[src/rtl/timer_bank.sv]
// timer_bank: N_CH independent programmable pulse timers sharing one slow-rate prescaler.
// pulse/busy are registered one edge after the counting decision; no backpressure, period writes always land.
module timer_bank #(
   parameter int N_CH           = 6,
   parameter int CNT_W          = 27,
   parameter int DEFAULT_PERIOD = 100_000_000,
   parameter int SLOW_DIV       = 25
) (
   input  logic                                      clk100MHz,
   input  logic                                      rst,
   input  logic [N_CH-1:0]                           ch_en,
   input  logic [N_CH-1:0]                           ch_oneshot,
   input  logic [N_CH-1:0]                           ch_slow,
   input  logic                                      cfg_we,
   input  logic [((N_CH > 1) ? $clog2(N_CH) : 1)-1:0] cfg_ch,
   input  logic [CNT_W-1:0]                          cfg_period,
   output logic [N_CH-1:0]                           pulse,
   output logic [N_CH-1:0]                           busy
);
   localparam int CH_W = (N_CH > 1) ? $clog2(N_CH) : 1;
   localparam int PS_W = (SLOW_DIV > 1) ? $clog2(SLOW_DIV) : 1;
   localparam logic [PS_W-1:0]  PS_LAST = PS_W'(SLOW_DIV - 1);
   localparam logic [CNT_W-1:0] PER_RST = CNT_W'(DEFAULT_PERIOD);

   logic [PS_W-1:0]  ps_q, ps_d;
   logic             slow_tick;
   logic [N_CH-1:0]  ce;
   logic [CNT_W-1:0] period_q [N_CH];
   logic [CNT_W-1:0] period_d [N_CH];
   logic [CNT_W-1:0] cnt_q    [N_CH];
   logic [CNT_W-1:0] cnt_d    [N_CH];
   logic [N_CH-1:0]  done_q, done_d;
   logic [N_CH-1:0]  pulse_q, pulse_d;
   logic [N_CH-1:0]  busy_q, busy_d;

   assign slow_tick = (ps_q == PS_LAST);
   assign ps_d      = slow_tick ? '0 : ps_q + PS_W'(1);
   assign ce        = ~ch_slow | {N_CH{slow_tick}};

   always_comb begin
      period_d = period_q;
      cnt_d    = cnt_q;
      done_d   = done_q;
      pulse_d  = '0;
      busy_d   = '0;
      for (int i = 0; i < N_CH; i++) begin
         // busy ignores a coincident period write: it reflects the running state only
         busy_d[i] = ch_en[i] && !done_q[i] && (period_q[i] != '0);
         if (cfg_we && (cfg_ch == CH_W'(i))) begin
            period_d[i] = cfg_period;
            cnt_d[i]    = '0;
         end else if (!ch_en[i]) begin
            cnt_d[i]  = '0;
            done_d[i] = 1'b0;
         end else if (done_q[i]) begin
            cnt_d[i]  = '0;
            done_d[i] = ch_oneshot[i];
         end else if (period_q[i] == '0) begin
            cnt_d[i] = '0;
         end else if (ce[i]) begin
            if (cnt_q[i] == period_q[i] - CNT_W'(1)) begin
               cnt_d[i]   = '0;
               pulse_d[i] = 1'b1;
               done_d[i]  = ch_oneshot[i];
            end else begin
               cnt_d[i] = cnt_q[i] + CNT_W'(1);
            end
         end
      end
   end

   always_ff @(posedge clk100MHz or posedge rst) begin
      if (rst) begin
         ps_q    <= '0;
         done_q  <= '0;
         pulse_q <= '0;
         busy_q  <= '0;
         for (int i = 0; i < N_CH; i++) begin
            period_q[i] <= PER_RST;
            cnt_q[i]    <= '0;
         end
      end else begin
         ps_q     <= ps_d;
         period_q <= period_d;
         cnt_q    <= cnt_d;
         done_q   <= done_d;
         pulse_q  <= pulse_d;
         busy_q   <= busy_d;
      end
   end

   assign pulse = pulse_q;
   assign busy  = busy_q;
endmodule

[config.mk]
export PLATFORM = sky130hd
export DESIGN_NAME = timer_bank
export DESIGN_NICKNAME = d
export VERILOG_FILES = /design/src/rtl/timer_bank.sv
export SDC_FILE = /design/constraint.sdc
export NUM_CORES = 1
export LEC_CHECK = 0
export BUFFER_PORTS_ARGS = -buffer_cell sky130_fd_sc_hd__buf_4
export CAP_MARGIN = 10
export CORE_ASPECT_RATIO = 1.2
export CORE_MARGIN = 4
export CORE_UTILIZATION = 55
export CTS_BUF_LIST = sky130_fd_sc_hd__clkbuf_8
export DETAILED_ROUTE_END_ITERATION = 7
export MAX_ROUTING_LAYER = met4
export PLACE_DENSITY = 0.72
export SLEW_MARGIN = 20
export SYNTH_ARGS = -nofsm -noshare
export SYNTH_HDL_FRONTEND = slang
export SYNTH_SLANG_ARGS = --single-unit
[constraint.sdc]
create_clock -name clk100MHz -period 28.2 [get_ports clk100MHz]
set_input_delay 2.82 -clock clk100MHz [delete_from_list [all_inputs] [get_ports clk100MHz]]
set_output_delay 2.82 -clock clk100MHz [all_outputs]
set_load 0.02 [all_outputs]
; ---- After elaboration in Yosys (flattened, before gate mapping)
; Cells that the tools add are included.
[totals]
reg_bits = 347
inputBits = 51
output_inout_bits = 12
elab_cells = 194
[classes]
n_addsub = 13
eq_ne = 18
n_mux = 103
bitwise_logic = 2
n_reduce_logical = 37
[ops]
columns = operator, n
row1 = $mux W27, 36
row2 = $add A27 B1 Y27 const B, 6
row3 = $eq A27 B27 Y1, 6
row4 = $logic_not A27 Y1, 6
row5 = $reduce_bool A27 Y1, 6
row6 = $sub A27 B1 Y27 const B, 6
row7 = $mux W1, 66
row8 = $ne A5 B1 Y1 const B, 6
row9 = $logic_and A1 B1 Y1, 18
row10 = $eq A3 B2 Y1 const B, 2
row11 = $eq A3 B3 Y1 const B, 2
row12 = $logic_not A1 Y1, 6
row13 = $not A6 Y6, 1
row14 = $or A6 B6 Y6, 1
row15 = $add A5 B1 Y5 const B, 1
row16 = $eq A5 B5 Y1 const B, 1
row17 = $mux W5, 1
row18 = $eq A3 B1 Y1 const B, 1
row19 = $logic_not A3 Y1, 1

; ---- Longest topological paths before layout
; Gate-level depths: netlist of run 1.
[depth]
depth_word = 8
ltp_mapped = 14
mapped_depth_nobuf = 11

; ---- Least setup slack after synthesis of run 1
; OpenSTA, ideal clock, no wires.
[synth_timing]
path_type = input port to flip-flop
from = input cfg_ch[2] (netlist bit)
to = register cnt_q[139] (netlist bit)
setup_time_ns = 0.118
arrival_ns = 4.365
t_required_ns = 28.082
slack_ns = 23.717
path_stages = 9
path_buffers = 2
path_cell_list = nand2b_1 -> nor3_1 -> a21oi_1 -> nand2_1 -> or2_0 -> buf_2 -> buf_2 -> o21bai_1 -> a21o_1
[synth_between]
elab_chain_len = 3
word_cells_on_any_way = 4
cone_classes = eq/ne: 1 / mux: 1 / reduce/logical: 2
[synth_rtl]
columns = element, line_no
row1 = start: declaration, 15  ; input logic [((N_CH > 1) ? $clog2(N_CH) : 1)-1:0] cfg_ch,
row2 = $logic_not A3 Y1 (*), 49  ; if (cfg_we && (cfg_ch == CH_W'(i))) begin
row3 = $logic_and A1 B1 Y1 (*), 49
row4 = $ne A5 B1 Y1 (no line) or $mux W27 (tied branches), --
row5 = end signal: assignment, 85  ; cnt_q <= cnt_d;
row6 = end: declaration, 30  ; logic [CNT_W-1:0] cnt_q [N_CH];
; Every way passes the cells marked *; elsewhere a longest branch is shown, timed or not.
; A chain may end at the register's enable or synchronous reset.

; ---- Worst setup path in the final report of run 1
[layout_timing]
from = register period_q[135] (netlist bit)
to = register cnt_q[139] (netlist bit)
[layout_between]
elab_chain_len = 8
word_cells_on_any_way = 10
cone_classes = add/sub: 1 / eq/ne: 2 / mux: 6 / reduce/logical: 1
[layout_rtl]
columns = element, line_no
row1 = start: declaration, 28  ; logic [CNT_W-1:0] period_q [N_CH];
row2 = start signal: assignment, 84  ; period_q <= period_d;
row3 = $sub A27 B1 Y27, 61  ; if (cnt_q[i] == period_q[i] - CNT_W'(1)) begin
row4 = $eq A27 B27 Y1, 61
row5 = $mux W27, 61
row6 = $mux W27, 60  ; end else if (ce[i]) begin
row7 = $mux W27, 58  ; end else if (period_q[i] == '0) begin
row8 = $mux W27, 55  ; end else if (done_q[i]) begin
row9 = $mux W27, 52  ; end else if (!ch_en[i]) begin
row10 = $mux W27, 49
; Several ways; a longest one is shown, not always the timed one. The select of a mux whose other input is x is not followed.

==> results of run 1 <==
-- sequential cells by signal, summed over array words and instances (netlist names) --
signal / flops
ps_q: 5
pulse: 6
period_q: 162
busy: 6
cnt_q: 162
done_q: 6
-- routing by layer --
layer	vias up	wire, um	GRT usage [%]
li1	9220	-	-
met1	9714	26200	34.3
met2	572	30100	46.3
met3	178	2940	3.63
met4	0	2620	12.2
met5	-	0	-
-- kinds of logic after synthesis --
logic type | count (synthesis)
muxes | 183
adders and majority gates | 14
buffers and inverters | 207
xor gates and xnor gates | 208
AOI/OAI and AO/OA | 419
DFF | 347
and+or+nand+nor | 1119
-- cells in the mapped netlist, drive strengths merged (11+ instances only) --
cell	count	share of area, %
nor2	145	2.4
nand2	249	4.2
nor4b	16	0.75
nand4b	19	0.73
nand4	64	1.8
dfrtp	275	30
o31ai	14	0.46
mux2i	33	1.5
o311ai	19	0.73
xor2	78	3.0
and4	16	0.62
buf	32	0.77
nand3	143	3.2
nor2b	27	0.74
dfstp	72	8.3
nor3	106	2.4
a31oi	32	0.88
xnor2	130	5.0
a211o	23	0.89
and3	65	1.8
or2	22	0.61
a21o	19	0.63
a211oi	11	0.36
ha	14	0.77
and2	21	0.58
a21oi	52	1.1
o22ai	20	0.55
mux2	150	7.4
a221o	12	0.53
or4	34	1.2
nand3b	12	0.40
nand2b	28	0.77
o211ai	13	0.43
inv	65	1.1
nor4	61	2.2
a22o	19	0.73
or3	43	1.2
o21ai	102	2.2
clkbuf	110	1.8
nor3b	26	0.86
-- layout make-up --
class,instances,area [um2]
well taps,539,674
clock inverters,42,377
inverters,65,251
fillers,3492,16100
clock buffers,67,922
diodes,1,2.50
repair buffers,82,619
flip-flops and latches,347,8770
multi-input cells,1943,13100
-- cell usage in the layout, fill, tap and decap left out, types with 33 or more instances in the layout --
cell type    n
nor4_1      50
mux2i_1     33
xor2_1      78
dfrtp_1    275
inv_1       75
dfstp_2     72
buf_4       81
clkbuf_8    67
nand3_1    142
and3_1      65
a21oi_1     52
nor3_1     102
or3_1       43
o21ai_0    102
nand4_1     63
mux2_2     150
xnor2_1    130
nor2_1     141
nand2_1    245
-- stage by stage --
stage | util (%) | cells | total power [mW] | hold WS [ns]
3_3_place_gp | 57.4 | 2976 | 0.961 | 0.440
4_1_cts | 60.6 | 3085 | 1.48 | 0.450
5_1_grt | 60.6 | 3085 | 1.55 | 0.478
6_report | 60.6 | 3086 | 1.47 | 0.455
3_5_place_dp | 57.4 | 2976 | 0.973 | 0.443
2_1_floorplan | - | 2497 | 0.883 | 0.420
-- where the power goes --
part	switching, mW	total [mW]	internal (mW)
Sequential	0.0990	0.668	0.569
Combinational	0.160	0.304	0.144
Clock	0.225	0.501	0.275
Total	0.484	1.47	0.989
-- worst max path at each step --
stage	to	cells after the start	slack, ns
CTS	cnt_q[139]	12	23.37
global placement	period_q[160]	4	22.73
finish	cnt_q[139]	12	23.23
detailed placement	cnt_q[161]	4	22.66
global route	cnt_q[139]	12	23.01
floorplan	busy[0]	1	15.88
==> qor.csv, run 1 <==
metric,value,unit
number of top-level pins,63,
Reg2Reg Depth,12,
Hold Path End,busy[0],
FP Rows,81,
synth unique cells,89,
Final Cycle Share,17.6,%
Fmax achieved,201,MHz
first-pass GRT wire length,100000,um
Area after DPL,23500,um2
I/O Buffers,62,
GRT Total Usage,27.8,%
initial antenna violation count,0,
Num CTS Buffers,58,
number of remaining DRC errors,0,
peak supply drop,0.0000417,V
post-route setup slack,23.23,ns
largest net degree at the start of global routing,122,
pre-CTS WS,22.66,ns
quantity of gates resized following cts,0,
endpoints failing setup,0,
"Hold Violations, Final",0,
worst reg2reg path endpoint,cnt_q[139],
Gate Count Post-Synth,2497,
Max Clock Skew,0.0221,ns
TritonCTS Sinks,347,
CP Cell Sequence,"inv_1, ha_1, nor4b_1, nand2_1, or4_1, a2111oi_0, nand4bb_1, nor4_2, buf_4, or2_0, o21bai_1, a21o_1",
Die ar.,44600,um2
yosys warns,0,
synthesis-to-layout area growth,9.02,%
CTS Hold Bufs,0,
Worst Hold Class,reg -> reg,
setup TNS,0,ns
starting DRC count in detailed routing,1395,
Vias,19684,
worst skew pair latency,0.66,ns
CTS tree,yes,
unrepaired setup endpoints after global routing,no,
WP buf/inv,2,
worst hold stages,1,
cell family with most CP delay,simple AND/OR/NAND/NOR gates,
clock-pin slew on the worst setup and hold paths,0.07,ns
remaining antenna violation count after routing,0,
Setup CP Type,reg -> reg,
fin area,24800,um2
outcome,finished clean,
DR vias/cell,6.38,
final WL,61900,um
main flop type after synthesis,dfrtp_1,
synthesized cell area,22700,um2
Synth Area in XOR/XNOR,8.02,%
max incr delay on CP,0.69,ns
Post-Synth Simple-Gate Area,27.2,%
Seq cells post-synth,347,
asr flop ratio synth,100,%
fin crit period,4.97,ns
CP endpoint kind,flip-flop,
starting density of the core,55.6,%
"Net count, final",2562,
Critical Path RT,28.74,ns
gpl congestion,0.942,
critical path launch point type,flip-flop,
DP Wirelength,43400,um
LEAKAGE,9.91,nW
vias in the first global route,19057,
postcts setup bufs,0,
Max-Cap Viols,0,
critical-path maximum fanout,17,
Chip Width,194,um
crit path DAT,5.51,ns
Die H,231,um
gr ovfl total,0,
Core Area,40800,um2
Post-synth EDFFs,0,
sequential-to-total area share from yosys stat,38.6,%
H-tree lvl count,2,
Worst slew margin,29.3,%
power density cells,59.5,nW/um2
routed len/inst,20.0,um
HP Start,done_q[0],
adder-cell area share of the yosys netlist,0.771,%
worst flop-to-flop path startpoint,period_q[135],
highest-delay cell along the critical path,or2_0,
Clock Tree Buf Depth,3,
Synth Area in Compound Gates,12.8,%
largest family of logic cells by synthesized area,simple AND/OR/NAND/NOR gates,
post-synthesis mux area share,8.89,%
Slew @ Worst Pin,1.06,ns
crit path launch,period_q[135],
layout cell share with drive strength beyond 1,18.6,%
1st-pass router iterations,5,
syn_nets,2562,
FF-to-FF setup slack,23.23,ns
CTS Root Cell,clkbuf_8,
max-slew violation count,0,
Synth Area per Inst,9.10,um2
Power figures use the tool's default switching activity.
==> inputs of run 2 (changes only) <==
--- a/config.mk
+++ b/config.mk
@@ -13,7 +13,7 @@
 export CTS_BUF_LIST = sky130_fd_sc_hd__clkbuf_8
 export DETAILED_ROUTE_END_ITERATION = 7
 export MAX_ROUTING_LAYER = met4
-export PLACE_DENSITY = 0.72
+export PLACE_DENSITY = 0.74
 export SLEW_MARGIN = 20
 export SYNTH_ARGS = -nofsm -noshare
 export SYNTH_HDL_FRONTEND = slang
==> constraint.sdc (replaced) <==
create_clock -name clk100MHz -period 4.5 [get_ports clk100MHz]
set_input_delay 0.45 -clock clk100MHz [delete_from_list [all_inputs] [get_ports clk100MHz]]
set_output_delay 0.45 -clock clk100MHz [all_outputs]
set_load 0.02 [all_outputs]
==> qor.csv, run 2 (synthesized netlist as in run 1, its figures left out) <==
metric,value,unit,change
max incr delay on CP,0.61,ns,-0.08 ns
initial antenna violation count,2,,+2
power density cells,382,nW/um2,+540%
layout cell share with drive strength beyond 1,18.9,%,+0.30 points
Fmax achieved,246,MHz,+22%
Worst slew margin,30.0,%,+0.71 points
worst hold slack,0.0641,ns,-0.391 ns
max-slew violation count,0,,unchanged
Chip Width,194,um,unchanged
placed cells,2989,,+0.44%
peak supply drop,0.000275,V,+560%
"commonest non-fill, non-tap cell in the layout",dfrtp_1,,
crit path DAT,4.60,ns,-0.91 ns
Critical Path RT,5.04,ns,-23.70 ns
DP Wirelength,43800,um,+1.0%
clock network power share,36.2,%,+2.2 points
post-route setup slack,0.436,ns,-22.79 ns
Largest regs,"cnt_q (162), period_q (162)",,
fin crit period,4.06,ns,-0.909 ns
CTS tree,yes,,
number of remaining DRC errors,0,,unchanged
cell family with most CP delay,simple AND/OR/NAND/NOR gates,,
share of power burned in registers,43.6,%,-1.8 points
fin area,25000,um2,+1.0%
Area after DPL,23600,um2,+0.40%
fillers,3406,,-2.5%
"Hold Violations, Final",0,,unchanged
Die ar.,44600,um2,unchanged
Clock Tree Buf Depth,3,,unchanged
"Net count, final",2575,,+0.51%
Num CTS Buffers,57,,-1.7%
unrepaired setup endpoints after global routing,no,,
Die H,231,um,unchanged
clock-pin slew on the worst setup and hold paths,0.06,ns,about the same
Final Cycle Share,90.3,%,+73 points
remaining antenna violation count after routing,0,,unchanged
most frequent cells in the layout,"dfrtp_1, nand2_1, mux2_2",,
endpoints failing setup,0,,unchanged
vias in the first global route,18827,,-1.2%
CP endpoint kind,flip-flop,,
1st-pass router iterations,6,,+1
HP Start,ch_oneshot[3],,
Max-Cap Viols,0,,unchanged
I/O Buffers,62,,unchanged
final WL,62200,um,+0.57%
worst skew pair latency,0.67,ns,about the same
highest-delay cell along the critical path,nand4b_1,,
H-tree lvl count,2,,unchanged
gpl congestion,0.968,,+2.7%
pre-CTS WS,0.540,ns,-22.12 ns
"Core Util, Final",61.2,%,+0.61 points
critical-path maximum fanout,20,,+3
Core Area,40800,um2,unchanged
worst flop-to-flop path startpoint,period_q[9],,
starting density of the core,55.6,%,unchanged
FP Rows,81,,unchanged
Worst Hold Class,in -> reg,,
first-pass GRT wire length,99900,um,about the same
TritonCTS Sinks,347,,unchanged
CTS Root Cell,clkbuf_8,,
number of top-level pins,63,,unchanged
Combinational Power Share,20.2,%,-0.4 points
GRT Total Usage,28.1,%,+0.22 points
Slew @ Worst Pin,1.05,ns,-0.0115 ns
WP buf/inv,1,,-1
internal cell power,6.56,mW,+560%
starting DRC count in detailed routing,1698,,+22%
DR vias/cell,6.36,,-0.29%
outcome,finished clean,,
Max Clock Skew,0.0234,ns,+0.00128 ns
Vias,19709,,+0.13%
Non-Filler Instances,3099,,+0.42%
gr ovfl total,0,,unchanged
switching share of power,31.3,%,-1.5 points
largest net degree at the start of global routing,73,,-40%
CP Cell Sequence,"nor4_1, nand4b_1, or2_2, a2111oi_0, o2111ai_1, and4bb_1, nor2_2, buf_4, and3_1, a221o_1",,
setup TNS,0,ns,unchanged
LEAKAGE,10.0,nW,+1.4%
routed len/inst,20.1,um,+0.15%
synthesis-to-layout area growth,10.1,%,
total power,9.56,mW,+550%
critical path launch point type,flip-flop,,
Setup CP Type,reg -> reg,,
P_sw,3.00,mW,+520%
crit path launch,period_q[9],,
==> run 2: layer usage <==
layer	GRT usage, %	share of wire, %
met1	35.0	42
met2	46.3	49
met3	3.91	4.9
met4	11.5	4.2
met5	-	0
==> run 2: layout make-up <==
cell class | instances | area, um2 | share of cell area (%)
Antenna cell | 1 | 2.50 | 0.0100
Clock buffer | 72 | 991 | 3.96
Clock inverter | 36 | 455 | 1.82
Inverter | 65 | 248 | 0.990
Multi-Input combinational cell | 1943 | 13100 | 52.6
Sequential cell | 347 | 8770 | 35.1
Tap cell | 539 | 674 | 2.70
Timing Repair Buffer | 96 | 723 | 2.89
==> run 2: path summary, 6_finish.rpt <==
kind / to / depth (start not counted) / slack, ns
max: cnt_q[10] / 10 / 0.44
min: done_q[3] / 3 / 0.06
max reg2reg: cnt_q[10] / 10 / 0.44
min reg2reg: done_q[4] / 1 / 0.47
max in group asynchronous: cnt_q[119] / 4 / 2.99
min in group asynchronous: cnt_q[32] / 3 / 0.32
==> run 2: power groups by stage <==
| stage | Clock [mW] | Combinational, mW | Sequential [mW] |
|---|---|---|---|
| 2_1_floorplan | 0 | 1.59 | 3.94 |
| 3_3_place_gp | 0 | 1.85 | 4.17 |
| 3_5_place_dp | 0 | 1.90 | 4.20 |
| 4_1_cts | 3.54 | 1.92 | 4.15 |
| 5_1_grt | 3.68 | 2.12 | 4.23 |
| 6_report | 3.46 | 1.93 | 4.17 |
==> run 2: worst min-delay path, delay by kind of cell <==
kind / cells / cell delay (ns)
simple gates: 1 / 0.06
compound gates: 1 / 0.06
buf+inv: 1 / 0.11
==> run 2: timing repair <==
| item | in CTS | in global routing |
|---|---|---|
| resized for setup | 0 | 0 |
| hold buffers | 1 | 0 |
| hold endpoints to repair | 10 | 0 |
| buffers inserted | 0 | 0 |
==> inputs of run 3 (changes only) <==
--- a/config.mk
+++ b/config.mk
@@ -9,11 +9,11 @@
 export CAP_MARGIN = 10
 export CORE_ASPECT_RATIO = 1.2
 export CORE_MARGIN = 4
-export CORE_UTILIZATION = 55
+export CORE_UTILIZATION = 50
 export CTS_BUF_LIST = sky130_fd_sc_hd__clkbuf_8
 export DETAILED_ROUTE_END_ITERATION = 7
 export MAX_ROUTING_LAYER = met4
-export PLACE_DENSITY = 0.74
+export PLACE_DENSITY = 0.69
 export SLEW_MARGIN = 20
 export SYNTH_ARGS = -nofsm -noshare
 export SYNTH_HDL_FRONTEND = slang
==> qor.csv, run 3 (synthesized netlist as in run 1, its figures left out) <==
metric,value,unit,change
worst flop-to-flop path startpoint,period_q[135],,
I/O Buffers,62,,unchanged
TritonCTS Sinks,347,,unchanged
initial antenna violation count,1,,-1
Final Cycle Share,89.7,%,-0.57 points
peak supply drop,0.000251,V,-8.8%
worst hold stages,3,,unchanged
"Hold Violations, Final",0,,unchanged
DR vias/cell,6.21,,-2.3%
postcts setup bufs,0,,unchanged
Chip Width,203,um,+4.7%
total power,9.19,mW,-3.8%
P_sw,3.00,mW,about the same
fillers,4068,,+19%
starting DRC count in detailed routing,1620,,-4.6%
critical path launch point type,flip-flop,,
power density cells,368,nW/um2,-3.7%
FF-to-FF setup slack,0.46,ns,+0.03 ns
remaining antenna violation count after routing,0,,unchanged
Combinational Power Share,21.1,%,+0.9 points
Setup CP Type,reg -> reg,,
H-tree lvl count,2,,unchanged
routed len/inst,20.0,um,-0.27%
final WL,63500,um,+2.1%
"Net count, final",2578,,+0.12%
unrepaired setup endpoints after global routing,no,,
Vias,19701,,-0.041%
Critical Path RT,5.04,ns,about the same
Largest regs,"cnt_q (162), period_q (162)",,
HP Start,ch_en[3],,
gpl congestion,0.948,,-2.0%
share of power burned in registers,45.3,%,+1.7 points
CTS tree,yes,,
starting density of the core,50.6,%,-5.0 points
DP Wirelength,44900,um,+2.6%
number of top-level pins,63,,unchanged
Die H,242,um,+4.7%
Max Clock Skew,0.0158,ns,-0.00759 ns
Clock Tree Buf Depth,3,,unchanged
Core Area,44900,um2,+9.9%
gr ovfl total,0,,unchanged
quantity of gates resized following cts,0,,unchanged
number of remaining DRC errors,0,,unchanged
Num CTS Buffers,58,,+1.8%
Worst Hold Class,in -> reg,,
endpoints failing setup,0,,unchanged
Non-Filler Instances,3172,,+2.4%
fin crit period,4.04,ns,-0.0257 ns
worst hold slack,0.0533,ns,-0.0107 ns
post-route setup slack,0.462,ns,+0.0257 ns
switching share of power,32.6,%,+1.2 points
layout cell share with drive strength beyond 1,19.0,%,+0.095 points
synthesis-to-layout area growth,9.97,%,
clock network power share,33.6,%,-2.6 points
Worst slew margin,28.9,%,-1.2 points
GRT Total Usage,26.2,%,-1.8 points
Fmax achieved,248,MHz,+0.64%
largest net degree at the start of global routing,168,,+130%
placed cells,3060,,+2.4%
CTS Hold Bufs,1,,unchanged
most frequent cells in the layout,"dfrtp_1, nand2_1, mux2_2",,
Reg2Reg Depth,13,,+3
Hold Path End,done_q[3],,
CP endpoint kind,flip-flop,,
vias in the first global route,18945,,+0.63%
outcome,finished clean,,
worst skew pair latency,0.67,ns,about the same
Area after DPL,23700,um2,+0.48%
CTS Root Cell,clkbuf_8,,
1st-pass router iterations,6,,unchanged
critical-path maximum fanout,11,,-45%
Die ar.,48900,um2,+9.6%
crit path DAT,4.58,ns,-0.02 ns
internal cell power,6.20,mW,-5.6%
worst reg2reg path endpoint,cnt_q[149],,
LEAKAGE,10.0,nW,-0.36%
FP Rows,85,,+4.9%
first-pass GRT wire length,102000,um,+2.1%
pre-CTS WS,0.502,ns,-0.0386 ns
Slew @ Worst Pin,1.07,ns,+0.0176 ns
max-slew violation count,0,,unchanged
"commonest non-fill, non-tap cell in the layout",dfrtp_1,,
fin area,25000,um2,-0.13%
Max-Cap Viols,0,,unchanged
clock-pin slew on the worst setup and hold paths,0.06,ns,about the same
## run 3: per-stage QoR
stage | TNS, ns | util (%)
after floorplan | -147.31 | -
after global placement | 0 | 52.7
after detailed placement | 0 | 52.7
after CTS | 0 | 55.6
after global routing | 0 | 55.7
final | 0 | 55.7
## run 3: area by class of cell
type	count	area (um2)	area share [%]
clock inverter	35	270	1.08
antenna	1	2.50	0.0100
multi-input combinational	1943	13200	52.7
timing repair buffer	98	754	3.02
sequential	347	8770	35.1
clock buffer	74	1020	4.08
tap	609	762	3.05
inverter	65	248	0.992
## run 3: worst max path at each step
| stage | slack, ns | from | end | depth (start not counted) |
|---|---|---|---|---|
| 2_1_floorplan | -0.54 | rst | busy[0] | 1 |
| 4_1_cts | 0.48 | period_q[135] | cnt_q[139] | 13 |
| 3_5_place_dp | 0.50 | period_q[135] | cnt_q[139] | 13 |
| 3_3_place_gp | 0.43 | period_q[135] | cnt_q[139] | 13 |
| 5_1_grt | 0.19 | period_q[135] | cnt_q[149] | 13 |
| 6_report | 0.46 | period_q[135] | cnt_q[149] | 13 |
## run 3: per-layer routing
layer	routed length, um	part of all wire (%)	GRT usage [%]
met5	0	0	-
met4	2700	4.3	10.8
met3	3000	4.7	2.77
met2	30200	48	42.1
met1	27600	43	34.2
## run 3: worst max-delay path, cell delays in order (launching register included)
cell and delay (ns):
dfrtp_1 0.46, inv_1 0.12, ha_1 0.30, nor4b_1 0.60
nand2_1 0.15, buf_4 0.22, or4_1 0.41, a2111oi_0 0.46
nand4bb_1 0.17, nor4_2 0.41, buf_4 0.27, nor3_1 0.07
o21ai_0 0.17, o21ai_0 0.10
## run 3: power groups by stage
stage               sequential [mW]  combinational [mW]  clock, mW
CTS                            4.15                1.93       3.18
floorplan                      3.94                1.59          0
global placement               4.17                1.87          0
finish                         4.17                1.94       3.09
global route                   4.23                2.13       3.30
detailed placement             4.20                1.92          0
